[config.mk]
export PLATFORM = sky130hd
export DESIGN_NAME = sram_access_arbiter
export DESIGN_NICKNAME = d
export VERILOG_FILES = /design/src/rtl/sram_pkg.sv /design/src/rtl/sram_wr_fifo.sv /design/src/rtl/sram_access_arbiter.sv
export SDC_FILE = /design/constraint.sdc
export NUM_CORES = 1
export LEC_CHECK = 0
export BUFFER_PORTS_ARGS = -buffer_cell sky130_fd_sc_hd__buf_4
export CORE_ASPECT_RATIO = 1.1
export CORE_MARGIN = 8
export CORE_UTILIZATION = 40
export DETAILED_ROUTE_END_ITERATION = 10
export GPL_TIMING_DRIVEN = 0
export PLACE_DENSITY = 0.61
export SYNTH_ARGS = -nofsm -noshare
export SYNTH_HDL_FRONTEND = slang
export SYNTH_SLANG_ARGS = --single-unit
[constraint.sdc]
create_clock -name clk -period 10.31 [get_ports clk]
set_clock_uncertainty 0.2 [all_clocks]
set_input_delay 2.062 -clock clk [delete_from_list [all_inputs] [get_ports clk]]
set_output_delay 2.062 -clock clk [all_outputs]
set_load 0.02 [all_outputs]
[src/rtl/sram_pkg.sv]
// rtl/sram_pkg.sv - shared SRAM geometry and arbiter grant encoding
//
// Purpose: constants and types shared by the SRAM access front end.
//   SRAM_ADDR_W       controller address width
//   SRAM_DATA_W       controller data word width
//   SRAM_READ_LATENCY cycles from the controller latching a read to stable data_out
//   grant_e           command chosen by the arbiter for the next cycle
package sram_pkg;

  localparam int SRAM_ADDR_W       = 20;
  localparam int SRAM_DATA_W       = 17;
  localparam int SRAM_READ_LATENCY = 4;

  typedef enum logic [1:0] {
    GRANT_IDLE  = 2'd0,
    GRANT_READ  = 2'd1,
    GRANT_WRITE = 2'd2
  } grant_e;

endpackage

[src/rtl/sram_wr_fifo.sv]
// rtl/sram_wr_fifo.sv - synchronous write buffer with registered count
//
// Purpose: holds {addr, data} write words until the arbiter issues them.
// Ports:
//   clk, rst_n  clock, synchronous active-low reset (empties the buffer)
//   push        store push_data (ignored while full, even if popping)
//   push_data   word to store
//   pop         drop the head word (ignored while empty)
//   head        oldest stored word
//   full, empty flags decoded from the registered count
module sram_wr_fifo
  import sram_pkg::*;
#(
  parameter int WIDTH = SRAM_ADDR_W + SRAM_DATA_W,
  parameter int DEPTH = 8
) (
  input  logic             clk,
  input  logic             rst_n,
  input  logic             push,
  input  logic [WIDTH-1:0] push_data,
  input  logic             pop,
  output logic [WIDTH-1:0] head,
  output logic             full,
  output logic             empty
);

  localparam int PTR_W = $clog2(DEPTH);
  localparam logic [PTR_W:0] FULL_CNT = (PTR_W + 1)'(DEPTH);

  logic [WIDTH-1:0] mem [DEPTH];
  logic [PTR_W-1:0] wr_ptr;
  logic [PTR_W-1:0] rd_ptr;
  logic [PTR_W:0]   count;
  logic             do_push;
  logic             do_pop;

  assign full    = (count == FULL_CNT);
  assign empty   = (count == '0);
  assign do_push = push & ~full;
  assign do_pop  = pop & ~empty;
  assign head    = mem[rd_ptr];

  // Storage needs no reset: the pointers and count define what is valid.
  always_ff @(posedge clk) begin
    if (do_push) begin
      mem[wr_ptr] <= push_data;
    end
  end

  // Depth is a power of two, so the pointers wrap by natural overflow.
  always_ff @(posedge clk) begin
    if (!rst_n) begin
      wr_ptr <= '0;
      rd_ptr <= '0;
      count  <= '0;
    end else begin
      if (do_push) wr_ptr <= wr_ptr + 1'b1;
      if (do_pop)  rd_ptr <= rd_ptr + 1'b1;
      case ({do_push, do_pop})
        2'b10:   count <= count + 1'b1;
        2'b01:   count <= count - 1'b1;
        default: count <= count;
      endcase
    end
  end

endmodule

[src/rtl/sram_access_arbiter.sv]
// rtl/sram_access_arbiter.sv - read-priority SRAM command arbiter with tagged read return
//
// Purpose: merges a buffered write stream and a read stream into one registered
// SRAM command per clock; reads win unless a write has waited MAX_READ_RUN grants.
// Read data is returned after a fixed latency tracked by a tag shift register.
// Ports:
//   clk, rst_n                         clock, synchronous active-low reset
//   wr_valid/wr_ready/wr_addr/wr_data  write stream into the buffer
//   rd_req_valid/rd_req_ready/rd_req_addr  read request stream
//   rd_resp_valid/rd_resp_data         one-cycle read return strobe and data
//   sram_write_enable/sram_addr/sram_data_in  registered command to the controller
//   sram_data_out                      read data from the controller
module sram_access_arbiter
  import sram_pkg::*;
#(
  parameter int ADDR_W        = SRAM_ADDR_W,
  parameter int DATA_W        = SRAM_DATA_W,
  parameter int READ_LATENCY  = SRAM_READ_LATENCY,
  parameter int WR_FIFO_DEPTH = 8,
  parameter int MAX_READ_RUN  = 16
) (
  input  logic              clk,
  input  logic              rst_n,
  input  logic              wr_valid,
  output logic              wr_ready,
  input  logic [ADDR_W-1:0] wr_addr,
  input  logic [DATA_W-1:0] wr_data,
  input  logic              rd_req_valid,
  output logic              rd_req_ready,
  input  logic [ADDR_W-1:0] rd_req_addr,
  output logic              rd_resp_valid,
  output logic [DATA_W-1:0] rd_resp_data,
  output logic              sram_write_enable,
  output logic [ADDR_W-1:0] sram_addr,
  output logic [DATA_W-1:0] sram_data_in,
  input  logic [DATA_W-1:0] sram_data_out
);

  localparam int RUN_W = $clog2(MAX_READ_RUN + 1);
  localparam logic [RUN_W-1:0] RUN_MAX = RUN_W'(MAX_READ_RUN);

  logic                     rst_q;
  logic [RUN_W-1:0]         run_cnt;
  logic [READ_LATENCY:0]    tag_pipe;
  logic [ADDR_W+DATA_W-1:0] fifo_head;
  logic                     fifo_full;
  logic                     fifo_empty;
  logic                     write_pending;
  logic                     force_write;
  logic                     push;
  logic                     pop;
  grant_e                   grant;

  sram_wr_fifo #(
    .WIDTH (ADDR_W + DATA_W),
    .DEPTH (WR_FIFO_DEPTH)
  ) u_wr_fifo (
    .clk       (clk),
    .rst_n     (rst_n),
    .push      (push),
    .push_data ({wr_addr, wr_data}),
    .pop       (pop),
    .head      (fifo_head),
    .full      (fifo_full),
    .empty     (fifo_empty)
  );

  // rst_q keeps wr_ready low on the first edge in reset and the edge that releases it.
  assign wr_ready      = rst_q & ~fifo_full;
  assign push          = wr_valid & wr_ready;
  assign write_pending = ~fifo_empty;
  assign force_write   = write_pending & (run_cnt == RUN_MAX);
  assign rd_req_ready  = ~force_write;
  assign pop           = (grant == GRANT_WRITE);

  always_comb begin
    grant = GRANT_IDLE;
    if (rd_req_valid && !force_write) begin
      grant = GRANT_READ;
    end else if (write_pending) begin
      grant = GRANT_WRITE;
    end
  end

  always_ff @(posedge clk) begin
    if (!rst_n) begin
      rst_q             <= 1'b0;
      run_cnt           <= '0;
      tag_pipe          <= '0;
      sram_write_enable <= 1'b0;
      sram_addr         <= '0;
      sram_data_in      <= '0;
      rd_resp_valid     <= 1'b0;
      rd_resp_data      <= '0;
    end else begin
      rst_q    <= 1'b1;
      // One bit per issued command; only real reads are tagged, so idle
      // dummy reads never produce a response.
      tag_pipe <= {tag_pipe[READ_LATENCY-1:0], grant == GRANT_READ};

      case (grant)
        GRANT_READ: begin
          sram_write_enable <= 1'b0;
          sram_addr         <= rd_req_addr;
          // Only reads that overtake a waiting write count toward starvation.
          if (!write_pending)          run_cnt <= '0;
          else if (run_cnt != RUN_MAX) run_cnt <= run_cnt + 1'b1;
        end
        GRANT_WRITE: begin
          sram_write_enable <= 1'b1;
          sram_addr         <= fifo_head[ADDR_W+DATA_W-1:DATA_W];
          sram_data_in      <= fifo_head[DATA_W-1:0];
          run_cnt           <= '0;
        end
        default: begin
          sram_write_enable <= 1'b0;
          sram_addr         <= '0;
          run_cnt           <= '0;
        end
      endcase

      rd_resp_valid <= tag_pipe[READ_LATENCY];
      if (tag_pipe[READ_LATENCY]) begin
        rd_resp_data <= sram_data_out;
      end
    end
  end

endmodule

# Word level (Yosys, flattened, before mapping)
# Memory sizes are Yosys's and may differ from the RTL's. A register that Yosys moved wholly into a read port is not among the register bits.
# Index checks and enable logic that the tools add are counted.
[totals]
reg_bits = 77
mem_count = 1
word_cells = 49
ramBits = 296
[op_classes]
muxes = 10
n_bitwise = 10
n_reduce_logical = 5
eq_ne = 7
add_sub_neg = 5
[memory_table]
columns = ["name", "depth", "width", "rd", "rd_clocked_by_memory_dff", "wr", "line_no", "source"]
rows = [
  ["u_wr_fifo.mem", 8, 37, 1, 1, 1, "sram_wr_fifo.sv:30", "logic [WIDTH-1:0] mem [DEPTH];"],
]
[op_table]
columns = ["operator", "n"]
rows = [
  ["20-bit one-hot mux with 2 select lines", 1],
  ["4-bit one-hot mux with 2 select lines", 1],
  ["3-bit by 1-bit adder with 3-bit output, second input constant", 2],
  ["3-bit two-way mux", 2],
  ["5-bit by 1-bit adder with 5-bit output, second input constant", 1],
  ["1-bit AND", 5],
  ["5-bit equality test, second input constant", 1],
  ["5-bit inequality test, second input constant", 1],
  ["1-bit NOT", 5],
  ["4-bit by 1-bit adder with 4-bit output, second input constant", 1],
  ["2-bit by 1-bit equality test with 1-bit output, second input constant", 2],
  ["2-bit equality test, second input constant", 2],
  ["4-bit equality test, second input constant", 1],
  ["4-bit zero test", 1],
  ["1-bit two-way mux", 4],
  ["2-bit two-way mux", 2],
  ["4-bit by 1-bit subtractor with 4-bit output, second input constant", 1],
  ["3-bit OR reduction", 1],
  ["2-bit nonzero test", 1],
  ["1-bit logical AND", 1],
  ["1-bit zero test", 1],
]

# Logic depth before layout (Yosys ltp)
[logic_depth]
ltp_word = 10
depth_mapped = 13
ltp_nobuf = 11

# Cells and area by module
# Synthesis repeated with hierarchy kept, for this count alone.
[hier_totals]
hier_cells = 838
area_unflattened_um2 = 15092.0
[modules_own_cells]
columns = ["module", "instances", "cells_per_inst", "area_each_um2", "seq_area_each_um2"]
rows = [
  ["sram_wr_fifo", 1, 501, 11777.5, 9148.8],
  ["sram_access_arbiter", 1, 337, 3314.4, 1341.3],
]

# Worst setup path after synthesis
# OpenSTA, ideal clock, no wires.
[synth_path]
path_kind = "input -> register"
start = "input port wr_valid"
end = "memory u_wr_fifo.mem[0][0] (netlist bit), enable pin"
n_path_buf = 0
t_required_ps = 9586
setup_ps = 524
cell_stages = 2
t_arrival_ps = 5781
setup_slack_ps = 3805
cell_sequence = "nand3_2 > nor4_1"
[synth_between]
elab_chain_len = 4
[synth_rtl]
columns = ["item", "line_no", "source"]
rows = [
  ["from (decl)", "sram_access_arbiter.sv:24", "input logic wr_valid,"],
  ["1-bit AND", "sram_access_arbiter.sv:70", "assign push = wr_valid & wr_ready;"],
  ["1-bit AND", "sram_wr_fifo.sv:39", "assign do_push = push & ~full;"],
  ["1-bit two-way mux", "sram_wr_fifo.sv:45", "if (do_push) begin"],
  ["1-bit two-way mux (implied by the code)", "sram_wr_fifo.sv:46", "mem[wr_ptr] <= push_data;"],
  ["to (decl)", "sram_wr_fifo.sv:30", ""],
]
# Every way passes these cells.

# Final worst setup path
[layout_path]
start = "input port rd_req_valid"
end = "register u_wr_fifo.count[2]"
[layout_between]
elab_chain_len = 6
elab_cells_between_ends = 8
[layout_rtl]
columns = ["item", "line_no", "source"]
rows = [
  ["from (decl)", "sram_access_arbiter.sv:28", "input logic rd_req_valid,"],
  ["1-bit logical AND (*)", "sram_access_arbiter.sv:78", "if (rd_req_valid && !force_write) begin"],
  ["2-bit two-way mux (*)", "sram_access_arbiter.sv:78", ""],
  ["2-bit equality test (*)", "sram_access_arbiter.sv:74", "assign pop = (grant == GRANT_WRITE);"],
  ["named net pop", "sram_access_arbiter.sv:51", "logic pop;"],
  ["1-bit AND (*)", "sram_wr_fifo.sv:40", "assign do_pop = pop & ~empty;"],
  ["2-bit by 1-bit equality test with 1-bit output / 2-bit equality test (equally long branches)", "sram_wr_fifo.sv:59", "case ({do_push, do_pop})"],
  ["4-bit one-hot mux with 2 select lines / 2-bit nonzero test (equally long branches)", "--", ""],
  ["to (signal assigned)", "sram_wr_fifo.sv:60", "2'b10: count <= count + 1'b1;"],
  ["to (signal assigned)", "sram_wr_fifo.sv:61", "2'b01: count <= count - 1'b1;"],
  ["to (signal assigned)", "sram_wr_fifo.sv:62", "default: count <= count;"],
  ["to (decl)", "sram_wr_fifo.sv:33", "logic [PTR_W:0] count;"],
]
# The timed path passes the listed nets; every way through them passes the cells marked *.
# A chain may end at the register's enable or synchronous reset.

==> metrics.txt <==
# TYPE chip_impl_metric gauge
chip_impl_info{name="synth.top_cells.by_area",value="edfxtp_1, dfxtp_1, mux4_2, mux2i_1, mux2_2"} 1
chip_impl_info{name="synth_largest_area_cell",value="edfxtp_1"} 1
chip_impl_metric{name="placement.io_buffers",unit=""} 135
chip_impl_metric{name="synth.net_count",unit=""} 783
chip_impl_metric{name="routed_wl",unit="mm"} 30.44
chip_impl_info{name="setup_crit_start_kind",value="primary input"} 1
chip_impl_metric{name="route.detailed.drc",unit=""} 0
chip_impl_metric{name="ctsResizeCount",unit=""} 0
chip_impl_metric{name="drv.max_cap_violation_count",unit=""} 0
chip_impl_metric{name="r2r_cells",unit=""} 13
chip_impl_metric{name="antenna_found_initial",unit=""} 2
chip_impl_metric{name="insertion_delay",unit="ns"} 0.52
chip_impl_metric{name="use_met2",unit="%"} 24.37
chip_impl_metric{name="yosys_register_bits",unit=""} 376
chip_impl_metric{name="die_x",unit="µm"} 194.4
chip_impl_info{name="synth-main-ff-cell",value="edfxtp_1"} 1
chip_impl_metric{name="floorplan.die.height",unit="µm"} 212.3
chip_impl_metric{name="drt-wirelength-per-cell",unit="µm"} 22.07
chip_impl_metric{name="groute.layer.met3.usage",unit="%"} 4.148
chip_impl_metric{name="whs_path_depth",unit=""} 1
chip_impl_metric{name="initial_utilization",unit="%"} 40.18
chip_impl_info{name="setup_repair_after_global_routing_missed_its_margin",value="false"} 1
chip_impl_info{name="clock_root_buffer_master",value="clkbuf_16"} 1
chip_impl_info{name="min_from",value="tag_pipe[3]$_SDFF_PN0_"} 1
chip_impl_metric{name="post_route_cells_drive_above_1_share",unit="%"} 36.62
chip_impl_metric{name="tritoncts_num_sinks",unit=""} 376
chip_impl_info{name="regToRegEndpoint",value="u_wr_fifo.count[2]$_SDFFE_PN0P_"} 1
chip_impl_metric{name="cts_inserted_buffers",unit=""} 38
chip_impl_metric{name="crit_required",unit="ns"} 10.57
chip_impl_metric{name="die_area",unit="µm²"} 41280
chip_impl_metric{name="synth_cells",unit=""} 698
chip_impl_metric{name="finalMaxSlewViolations",unit=""} 0
chip_impl_info{name="timing.hold.worst_endpoint",value="tag_pipe[4]$_SDFF_PN0_"} 1
chip_impl_metric{name="number_of_global_route_vias_before_repair",unit=""} 7476
chip_impl_info{name="hold_path_class",value="flop to flop"} 1
chip_impl_metric{name="cts.htree.levels",unit=""} 2
chip_impl_metric{name="design.final.nets",unit=""} 989
chip_impl_info{name="criticalPathCategory",value="primary input to flop"} 1
chip_impl_metric{name="filler_cell_count",unit=""} 2812
chip_impl_metric{name="ys.warnings.count",unit=""} 0
chip_impl_metric{name="p_leak",unit="nW"} 5.896
chip_impl_metric{name="dp_hpwl",unit="mm"} 20.75
chip_impl_metric{name="report.final.hold_viol_count",unit=""} 0
chip_impl_metric{name="slew_headroom",unit="%"} 35.13
chip_impl_metric{name="area_delta_synth_final",unit="%"} 23.94
chip_impl_info{name="globalRoute.busiestLayer",value="met2"} 1
chip_impl_metric{name="post_cts_buffers",unit=""} 0
chip_impl_metric{name="r2r_setup_slack",unit="ns"} 6.98
chip_impl_metric{name="place.detailed.instances",unit=""} 1308
chip_impl_metric{name="synth_edf_count",unit=""} 296
chip_impl_metric{name="grt.overflow.total",unit=""} 0
chip_impl_metric{name="ir_drop",unit="mV"} 0.09554
chip_impl_metric{name="core",unit="µm²"} 34860
chip_impl_metric{name="totalPowerFinal",unit="W"} 0.003742
chip_impl_metric{name="setup_viol_count_final",unit=""} 0
chip_impl_metric{name="final_area",unit="µm²"} 17360
chip_impl_metric{name="drt_iter0_drc",unit=""} 361
chip_impl_metric{name="drt-vias-per-instance",unit=""} 5.125
chip_impl_metric{name="ctsLongestPathBuffers",unit=""} 3
chip_impl_metric{name="fin_cells",unit=""} 1379
chip_impl_metric{name="arrival",unit="ns"} 4.51
chip_impl_metric{name="antenna_violating_nets_post_route",unit=""} 0
chip_impl_metric{name="grt_start_max_net_pins",unit=""} 24
chip_impl_metric{name="cellPowerDensity",unit="nW/µm²"} 215.5
chip_impl_metric{name="fraction_of_registers_with_async_set_or_reset_after_synthesis",unit="%"} 0
chip_impl_metric{name="io-pin-count",unit=""} 136
chip_impl_metric{name="min_period",unit="ns"} 4.249
chip_impl_metric{name="path_max_fanout",unit=""} 11
chip_impl_metric{name="grt_first_pass_wirelength",unit="mm"} 46.34
chip_impl_metric{name="global_route.usage.total",unit="%"} 14.83
chip_impl_metric{name="max_clock_freq",unit="MHz"} 235.3
chip_impl_metric{name="cts.reportedPaths.clkPinSlew",unit="ns"} 0.06
chip_impl_metric{name="cts.hold.buffers_added",unit=""} 0
chip_impl_metric{name="totalNegativeSetupSlack",unit="ns"} 0
chip_impl_info{name="timing.rr.start",value="run_cnt[0]$_SDFFE_PP0P_"} 1
chip_impl_metric{name="tightest_slew",unit="ns"} 0.9708
chip_impl_metric{name="synth_area_per_cell",unit="µm²"} 20.07
chip_impl_metric{name="netlist_area",unit="µm²"} 14010
chip_impl_metric{name="finalCritPeriodShare",unit="%"} 41.21
chip_impl_metric{name="first_pass_iters",unit=""} 6
chip_impl_metric{name="ys_seq_area_share",unit="%"} 74.88
chip_impl_metric{name="routabilityCongestion",unit=""} 0.6816
chip_impl_metric{name="dr_total_vias",unit=""} 7067
chip_impl_metric{name="post-synth-top-area-fraction",unit="%"} 63.45
chip_impl_info{name="tritoncts_clock_tree",value="built"} 1
chip_impl_metric{name="dpl_cell_area",unit="µm²"} 16060
chip_impl_metric{name="synth_cell_type_count",unit=""} 40
chip_impl_info{name="result_of_the_run",value="finished, final reports clean"} 1
chip_impl_info{name="critPathCaptureType",value="flop"} 1
chip_impl_metric{name="gr-usage-met1",unit="%"} 18.94
chip_impl_metric{name="rows",unit=""} 72
## per-stage QoR
step | hold WS, ns | utilization, % | worst slack (ns)
2_1_floorplan | 0.2119 | - | 3.805
3_3_place_gp | 0.2137 | 44.68 | -0.5456
4_1_cts | 0.2309 | 49.80 | 6.069
3_5_place_dp | 0.2169 | 46.07 | 5.514
5_1_grt | 0.2463 | 49.81 | 5.885
6_report | 0.2303 | 49.81 | 6.061
## layout make-up
cell class / instances / area [µm²] / area share (%)
antenna: 1 / 2.502 / 0.01441
buffer: 38 / 225.2 / 1.297
clock buffer: 59 / 1165 / 6.708
clock inverter: 11 / 135.1 / 0.7782
inverter: 3 / 11.26 / 0.06485
multi-input combinational: 281 / 3332 / 19.19
sequential: 376 / 10490 / 60.41
tap: 444 / 555.5 / 3.199
timing repair buffer: 166 / 1448 / 8.337
## routing by layer
metal / routed length (µm) / part of all wire [%]
met1: 13090 / 43
met2: 14830 / 49
met3: 1939 / 6.4
met4: 568 / 1.9
met5: 13 / 0.043
## cell usage in the layout, fill, tap and decap left out, types with 4 or more instances in the layout
cell type / n
edfxtp_1: 296
buf_4: 142
dfxtp_1: 80
mux4_2: 66
clkbuf_16: 41
mux2i_1: 38
clkbuf_1: 21
mux2_2: 20
a22o_1: 20
nor2b_1: 19
o21ai_1: 18
a21oi_1: 18
buf_6: 16
buf_2: 15
and2_1: 12
mux4_1: 8
nand2_1: 7
ha_1: 7
clkbuf_8: 7
buf_1: 6
buf_8: 6
nand2b_1: 5
xor2_1: 5
nor2_1: 5
buf_16: 5
nand3_1: 4
nor3_2: 4
xnor2_1: 4
clkinv_2: 4
## sequential cells by signal, summed over array words and instances (netlist names), named ones only
name and count:
sram_data_in 17, u_wr_fifo.mem 296, run_cnt 5, u_wr_fifo.rd_ptr 3
rd_resp_data 17, rd_resp_valid 1, tag_pipe 5, rst_q 1
sram_addr 20, sram_write_enable 1, u_wr_fifo.wr_ptr 3, u_wr_fifo.count 4
## worst max-delay path by stage
stage | startpoint | slack (ns) | to | cells past startpoint
5_1_grt | rd_req_valid | 5.89 | u_wr_fifo.count[2]$_SDFFE_PN0P_ | 11
2_1_floorplan | wr_valid | 3.81 | u_wr_fifo.mem[0][0]$_DFFE_PP_ | 2
4_1_cts | rd_req_valid | 6.07 | u_wr_fifo.count[2]$_SDFFE_PN0P_ | 11
3_3_place_gp | wr_valid | -0.55 | u_wr_fifo.mem[0][33]$_DFFE_PP_ | 3
3_5_place_dp | rd_req_valid | 5.51 | u_wr_fifo.count[2]$_SDFFE_PN0P_ | 11
6_report | rd_req_valid | 6.06 | u_wr_fifo.count[2]$_SDFFE_PN0P_ | 11
## synthesized netlist by cell type, types with 2 or more instances
library cell / count
ha_1: 7
buf_2: 15
nand3_1: 4
buf_12: 3
edfxtp_1: 296
inv_1: 3
a21oi_1: 18
clkbuf_1: 11
mux2i_1: 38
and2_1: 12
o21ai_1: 18
a22o_1: 20
nor3_1: 5
mux2_2: 20
o21ai_0: 2
a21boi_1: 2
xor2_1: 5
nand2_1: 7
mux4_1: 8
mux4_2: 66
xnor2_1: 4
dfxtp_1: 80
buf_4: 2
nand2b_1: 5
nand4_1: 2
nor2_1: 8
nor2b_1: 19
buf_1: 6
## where the power goes
| part | leakage (nW) | total [W] | internal (W) | switching (W) |
|---|---|---|---|---|
| Clock | 0.636 | 0.00141 | 0.000855 | 0.000553 |
| Combinational | 1.93 | 0.000581 | 0.000269 | 0.000312 |
| Sequential | 3.33 | 0.00175 | 0.00172 | 0.0000364 |
| Total | 5.90 | 0.00374 | 0.00284 | 0.000901 |
## worst max-delay path, stage by stage
cell,delay [ns]
buf_4,0.12
a21boi_1,0.32
buf_2,0.33
buf_2,0.37
ha_1,0.33
xor2_1,0.10
ha_1,0.18
a21oi_1,0.16
xor2_1,0.09
or3_1,0.31
a21boi_1,0.13
## logic make-up after synthesis
logic type	count (synthesis)	share of synthesized area [%]
fa+ha+maj	7	0.6251
compound gates	62	2.831
xor+xnor	9	0.5626
simple gates	71	2.983
flops	376	74.88
buf+inv	41	1.688
mux	132	16.43
Note: power is estimated with default switching activity, not from simulation.
